**src/rtl/serial_adder_pkg.sv**
```systemverilog
// Shared state encoding and sizing helper for the serial adder and its bench.
package adder_pkg;

    typedef enum logic [1:0] {
        IDLE = 2'd0,
        RUN  = 2'd1,
        DONE = 2'd2
    } state_t;

    // Step counter width; never zero so a single-step configuration still elaborates.
    function automatic int cnt_width(input int n);
        return (n > 1) ? $clog2(n) : 1;
    endfunction

endpackage

```
**src/rtl/full_adder_cell.sv**
```systemverilog
// One-bit full adder; chained BITS_PER_CYCLE deep inside the serial adder.
module full_adder_cell (
    input  logic a,
    input  logic b,
    input  logic ci,
    output logic s,
    output logic co
);

    assign s  = a ^ b ^ ci;
    assign co = (a & b) | (ci & (a ^ b));

endmodule

```
**src/rtl/serial_adder.sv**
```systemverilog
// Multi-cycle ripple adder: adds BITS_PER_CYCLE bits per clock behind valid/ready
// handshakes, reporting sum, unsigned carry-out and signed overflow.
module serial_adder
    import adder_pkg::*;
#(
    parameter int WIDTH          = 8,
    parameter int BITS_PER_CYCLE = 1
) (
    input  logic             clk,
    input  logic             rst,
    input  logic             in_valid,
    output logic             in_ready,
    input  logic [WIDTH-1:0] a,
    input  logic [WIDTH-1:0] b,
    input  logic             cin,
    output logic             out_valid,
    input  logic             out_ready,
    output logic [WIDTH-1:0] sum,
    output logic             cout,
    output logic             ovf
);

    localparam int STEPS = WIDTH / BITS_PER_CYCLE;
    localparam int CW    = cnt_width(STEPS);
    localparam logic [CW-1:0] LAST = CW'(STEPS - 1);

    if (WIDTH < 2 || BITS_PER_CYCLE < 1 || (WIDTH % BITS_PER_CYCLE) != 0) begin : g_param_check
        $fatal(1, "serial_adder: WIDTH must be >= 2 and a multiple of BITS_PER_CYCLE");
    end

    state_t                    state;
    logic [CW-1:0]             cnt;
    logic [WIDTH-1:0]          a_sh;
    logic [WIDTH-1:0]          b_sh;
    logic                      carry;
    logic [BITS_PER_CYCLE:0]   c;
    logic [BITS_PER_CYCLE-1:0] s;
    logic [WIDTH-1:0]          sum_next;
    logic                      accept;

    // Ripple chain over the low slice of the operand shift registers.
    assign c[0] = carry;
    for (genvar i = 0; i < BITS_PER_CYCLE; i++) begin : g_cell
        full_adder_cell u_cell (
            .a  (a_sh[i]),
            .b  (b_sh[i]),
            .ci (c[i]),
            .s  (s[i]),
            .co (c[i+1])
        );
    end

    // New result bits enter from the MSB side; after STEPS shifts sum is aligned.
    assign sum_next = WIDTH'({s, sum} >> BITS_PER_CYCLE);

    assign in_ready = !rst && ((state == IDLE) || (state == DONE && out_ready));
    assign accept   = in_valid && in_ready;

    // NOTE: every register here uses non-blocking assignment so all flops update from pre-edge values.
    always_ff @(posedge clk) begin
        if (rst) begin
            state     <= IDLE;
            cnt       <= '0;
            a_sh      <= '0;
            b_sh      <= '0;
            carry     <= 1'b0;
            sum       <= '0;
            cout      <= 1'b0;
            ovf       <= 1'b0;
            out_valid <= 1'b0;
        end else begin
            case (state)
                IDLE: begin
                    if (accept) begin
                        a_sh  <= a;
                        b_sh  <= b;
                        carry <= cin;
                        cnt   <= '0;
                        state <= RUN;
                    end
                end
                RUN: begin
                    a_sh  <= a_sh >> BITS_PER_CYCLE;
                    b_sh  <= b_sh >> BITS_PER_CYCLE;
                    sum   <= sum_next;
                    carry <= c[BITS_PER_CYCLE];
                    cnt   <= cnt + CW'(1);
                    if (cnt == LAST) begin
                        // Last slice holds the MSB: its carry-in vs carry-out gives overflow.
                        cout      <= c[BITS_PER_CYCLE];
                        ovf       <= c[BITS_PER_CYCLE-1] ^ c[BITS_PER_CYCLE];
                        out_valid <= 1'b1;
                        state     <= DONE;
                    end
                end
                DONE: begin
                    if (out_ready) begin
                        out_valid <= 1'b0;
                        if (accept) begin
                            a_sh  <= a;
                            b_sh  <= b;
                            carry <= cin;
                            cnt   <= '0;
                            state <= RUN;
                        end else begin
                            state <= IDLE;
                        end
                    end
                end
                default: state <= IDLE;
            endcase
        end
    end

endmodule

```
**config.mk**
```make
export PLATFORM = sky130hd
export DESIGN_NAME = serial_adder
export DESIGN_NICKNAME = d
export VERILOG_FILES = /design/src/rtl/serial_adder_pkg.sv /design/src/rtl/full_adder_cell.sv /design/src/rtl/serial_adder.sv
export SDC_FILE = /design/constraint.sdc
export NUM_CORES = 1
export LEC_CHECK = 0
export CAP_MARGIN = 0
export CORE_ASPECT_RATIO = 0.5
export CORE_MARGIN = 2
export CORE_UTILIZATION = 40
export CTS_CLUSTER_SIZE = 8
export DETAILED_ROUTE_END_ITERATION = 6
export PLACE_DENSITY_LB_ADDON = 0.15
export REMOVE_ABC_BUFFERS = 1
export SLEW_MARGIN = 25
export SYNTH_ARGS = -nofsm -noshare
export SYNTH_HDL_FRONTEND = slang
export SYNTH_SLANG_ARGS = --single-unit
```
**constraint.sdc**
```tcl
create_clock -name clk -period 2.6 [get_ports clk]
set_input_delay 0.78 -clock clk [delete_from_list [all_inputs] [get_ports clk]]
set_output_delay 0.78 -clock clk [all_outputs]
set_load 0.01 [all_outputs]
```
Word-level counts from Yosys, hierarchy flattened. Index checks and enable logic that the tools add are counted.

Register bits: 33. Input bits: 21. Output and inout port bits: 12. Word-level logic and storage cells: 54.

Add/sub/neg operators: 1. Eq/ne operators: 6. Mux-type cells: 20. Bitwise gates (word level): 6. Reductions and logical operators: 12.

Operators with widths (count): $pmux W8 S3 (2); $mux W8 (4); $pmux W3 S3 (1); $mux W2 (3); $mux W3 (2); $ne A2 B2 Y1 const B (3); $pmux W2 S3 (1); $reduce_and A3 Y1 (2); $mux W1 (5); $reduce_and A2 Y1 (2); $add A3 B1 Y3 const B (1); $eq A3 B3 Y1 const B (1); $logic_and A1 B1 Y1 (3); $pmux W1 S3 (1); $reduce_bool A3 Y1 (1); $xor A1 B1 Y1 (3); $and A1 B1 Y1 (2); $eq A2 B1 Y1 const B (1); $eq A2 B2 Y1 const B (1); $logic_not A2 Y1 (1); $pmux W1 S2 (1); $reduce_bool A2 Y1 (1); $logic_not A1 Y1 (1); $logic_or A1 B1 Y1 (1); $or A1 B1 Y1 (1).

Longest topological paths before layout. Gate-level depths: netlist of run 1.

Depth in word-level cells: 8. Depth in mapped cells: 6.

Hierarchy. Synthesis of run 1 repeated with hierarchy kept, for this count alone.

Cells, all modules: 177. Area, all modules: 1712.9 sq um.

Modules (own cells, without submodules): serial_adder (instances 1, cells an instance 176, area each 1692.9 sq um); full_adder_cell (instances 1, cells an instance 1, area each 20.0 sq um).

Least setup slack after synthesis of run 1. Ideal clock, no wire load.

Kind: in2out. Start point: input rst. End point: output in_ready. Arrival time: 1.344 ns. Required time: 1.820 ns. Path slack: 0.476 ns. Stages on the path: 3. Path through: buf_6 > buf_2 > nor3_1.

Cells in the longest elaborated chain, start to end: 2.

Ends and longest elaborated chain: start, declared (line serial_adder.sv:10) `input logic rst,`; $logic_not A1 Y1 (line serial_adder.sv:56) `assign in_ready = !rst && ((state == IDLE) || (state == DONE && out_ready));`; $logic_and A1 B1 Y1 (line serial_adder.sv:56); end, declared (line serial_adder.sv:12) `output logic in_ready,`.

No other way between the ends.

Worst setup path in the final report of run 1.
Start point: input out_ready. End point: output in_ready.

Cells in the longest elaborated chain, start to end: 3.

Ends and longest elaborated chain: start, declared (line serial_adder.sv:17) `input logic out_ready,`; $logic_and A1 B1 Y1 (line serial_adder.sv:56); $logic_or A1 B1 Y1 (line serial_adder.sv:56); $logic_and A1 B1 Y1 (line serial_adder.sv:56).

No other way between the ends.

==> parameters.txt, run 1 <==
Parameter                              Value

Critical path
  Critical path arrival ... 1740 ps
  Worst reg-to-reg path cell count ... 5
  Largest fanout of any net on the critical path ... 2
  Crit. Startpoint ... out_ready
  CP required ... 1820 ps
  FF-to-FF End ... cnt[0]
  Worst setup path class ... input pin to output pin
  End point of the critical path ... in_ready
  FF-to-FF setup slack ... 1100 ps
  Reg-to-reg startpoint ... state[0]
  Worst Setup Start Kind ... input pin
  Kind of capture point of the worst setup path ... output pin

Drt
  Initial DRC count ... 78
  Total via count in the routed design ... 1533
  Drt wl/cell ... 13.1 um
  First-pass iteration count of the detailed router ... 5
  Final WL ... 3830 um
  Via-to-Cell Ratio ... 5.23
  Number of nets still failing antenna checks after routing ... 0
  Remaining DRCs ... 0

Logic synthesis
  Dominant synthesized flop cell ... dfxtp_1
  Post-synthesis xor/xnor area fraction ... 0.00515
  Post-synthesis instance area ... 1700 um2
  Largest cells by area after synthesis ... dfxtp_1, nand2_1, a221o_1, nor2b_1, a31oi_1
  Synthesized instance count ... 209
  Yosys top cell area share ... 0.389
  Share of the synthesized area in compound gates (AO/OA/AOI/OAI) ... 0.221
  Leading post-synthesis cells by instance count ... nand2_1, dfxtp_1, nor2b_1
  Count of flip-flops with a built-in enable after synthesis ... 0
  Number of synthesis warnings ... 0
  Post-synthesis adder-cell area fraction ... 0.0265
  Proportion of synthesized chip area in sequential cells ... 0.389
  Library cell with the highest instance count after synthesis ... nand2_1
  Library cell with the largest summed area after synthesis ... dfxtp_1
  Number of distinct library cell variants in the gate-level netlist after synthesis ... 28
  Mean post-synth cell area ... 8.13 um2
  Fraction of synthesized area in multiplexers ... 0.0118
  Main combinational cell family by area after synthesis ... simple AND/OR/NAND/NOR gates
  Fraction of registers with async set/reset ... 0
  FF+latch count, synth ... 33
  Post-synthesis simple-gate area fraction ... 0.267

Outcome
  Result of the run ... finished clean

Job
  Max Cap Violations ... 0

STA
  Pins Over Slew Limit ... 0
  Period minus WS final ... 2520 ps
  Tightest Pin Transition ... 364 ps
  Unrepaired setup endpoints after global routing ... false
  Final setup skew ... 3.96 ps
  Number of endpoints failing setup at the final stage ... 0
  Maximum clock frequency ... 397 MHz
  Share of the clock period used by the worst path after layout ... 0.969
  Number of hold-slack violations in the final timing report ... 0
  Slew margin rel. ... 0.757

Placed design
  Placement-stage cell area ... 2050 um2
  Quantity of I/O buffers inserted on ports ... 32
  Half-perimeter wire length of the detailed placement result ... 2420 um
  Routability-driven placement congestion ratio ... 0.747

Clocking
  Post-CTS setup repair buffer count ... 0
  TritonCTS clock tree ... yes
  Clock transition time at the flip-flop clock pins of the worst setup and hold paths ... 60 ps
  Clock sink count ... 33
  CTS H-tree depth ... 2
  Longest Clk Path Bufs ... 2
  Hold-fix buffers, CTS ... 0
  CTS Buf Count ... 5
  Post-cts resize count ... 1
  Root buf cell ... clkbuf_8
  Clock insertion delay at the later pin of the skew report ... 280 ps

Floorplan
  Starting density of the core ... 0.427
  Die H ... 50.1 um
  Core Region ... 3980 um2
  Die Span X ... 96.2 um
  I/O pin cnt ... 33
  DIE AREA ... 4820 um2
  Number of placement rows ... 16

Pwr
  Worst IR Drop VDD ... 0.271 mV
  Overall Power ... 1.16 mW
  Power density over the cells ... 541 nW/um2
  Static Leak ... 0.829 nW

GRT
  Antenna violations before repair ... 0
  Global Route Usage Sum ... 0.171
  Maximum number of pins on one net before global-route repair ... 35
  Remaining global-route overflow ... 0
  Wire length of the first global-routing pass ... 6330 um
  Via count of the first global-routing pass ... 1323

Cells and area
  Antenna diodes ... 0
  Register area ... 661 um2
  Growth of design area from synthesis to finish ... 25.8%
  Utilization after layout ... 0.536
  Area taken by multi-input logic gates ... 906 um2
  Count of filler cells inserted in the layout ... 393
  Fraction of layout instances using a drive strength above 1 ... 0.0837
  Fin nets ... 263
  Post-route cell area ... 2140 um2

Min path
  Hold/Removal Path Class ... flop to flop
[worst min-delay path by stage]
stage                       from     end  slack (ps)  cells after the start
after floorplan           cnt[0]  cnt[0]         440                      1
after global placement      cout    cout         450                      2
after detailed placement  sum[0]  sum[0]         450                      2
after CTS                 sum[0]  sum[0]         460                      2
after global routing         ovf     ovf         490                      2
final                       cout    cout         460                      2
[cell usage in the layout (no fill, tap or decap)]
master	netlist	routed
a211oi_1	1	1
a21oi_1	14	14
a221o_1	15	15
a22oi_4	1	1
a31oi_1	15	15
a32oi_1	2	2
buf_12	0	1
buf_4	3	9
clkbuf_1	2	1
clkbuf_8	0	6
clkdlybuf4s50_1	0	30
dfxtp_1	33	33
dlygate4sd2_1	0	1
dlymetal6s2s_1	0	1
fa_1	1	1
ha_1	2	2
inv_1	2	2
mux2i_1	2	2
nand2_1	53	53
nand2b_1	3	3
nand2b_4	2	2
nand3_1	4	4
nand3b_1	1	1
nor2_1	17	17
nor2b_1	18	17
nor2b_2	0	1
nor3_1	1	1
o21ai_1	1	1
o32a_1	1	1
xor2_1	1	1
[kinds of logic (layout without fill, tap and decap cells)]
group | after synthesis | after routing
multiplexers | 2 | 2
XOR/XNOR | 1 | 1
adder cells (fa/ha/maj) | 3 | 3
AND/OR/NAND/NOR | 99 | 99
flip-flops | 33 | 33
buffers and inverters | 21 | 51
AO/OA/AOI/OAI | 50 | 50
[worst max-delay path, stage by stage]
cell             delay, ps
clkdlybuf4s50_1        490
nor2b_1                 60
nor3_1                 120
dlygate4sd2_1          280
[state kept, by name (all words and copies together), names as in the netlist]
signal and flops:
sum 8, cout 1, cnt 3, b_sh 8, ovf 1, out_valid 1, carry 1, state 2
a_sh 8
[metrics by stage]
step | setup slack, ps | TNS [ps] | std cells | hold WS, ps
after floorplan | 572 | 0 | 190 | 438
after global placement | -230 | -230 | 286 | 445
after detailed placement | -245 | -245 | 286 | 449
after CTS | 40.4 | 0 | 293 | 462
after global routing | 21.8 | 0 | 293 | 492
final | 80.4 | 0 | 293 | 457
[report_power, final]
group / switching (mW) / internal [mW]
registers: 0.0243 / 0.539
clock network: 0.172 / 0.210
logic: 0.107 / 0.103
[cell type report]
type,instances,area share
Sequential cell,33,0.309
Inverter,2,0.00351
Timing Repair Buffer,42,0.191
Multi-Input combinational cell,155,0.424
Clock buffer,7,0.0404
Tap cell,54,0.0316
[per-layer routing]
layer	track usage	share of wire	wire length [um]	vias up
met3	0.0566	0.051	197	4
met5	0	0	0	-
li1	-	-	-	780
met4	0.0429	0.0065	25	0
met2	0.237	0.42	1610	35
met1	0.250	0.52	1990	714
Power figures use the tool's default switching activity.
==> run 2: changes to the inputs <==
--- a/config.mk
+++ b/config.mk
@@ -9,6 +9,7 @@
 export CORE_ASPECT_RATIO = 0.5
 export CORE_MARGIN = 2
 export CORE_UTILIZATION = 40
+export CTS_CLUSTER_DIAMETER = 80
 export CTS_CLUSTER_SIZE = 8
 export DETAILED_ROUTE_END_ITERATION = 6
 export PLACE_DENSITY_LB_ADDON = 0.15
==> results of run 2 <==
Final layout, timing and power as in run 1 (identical DEF).
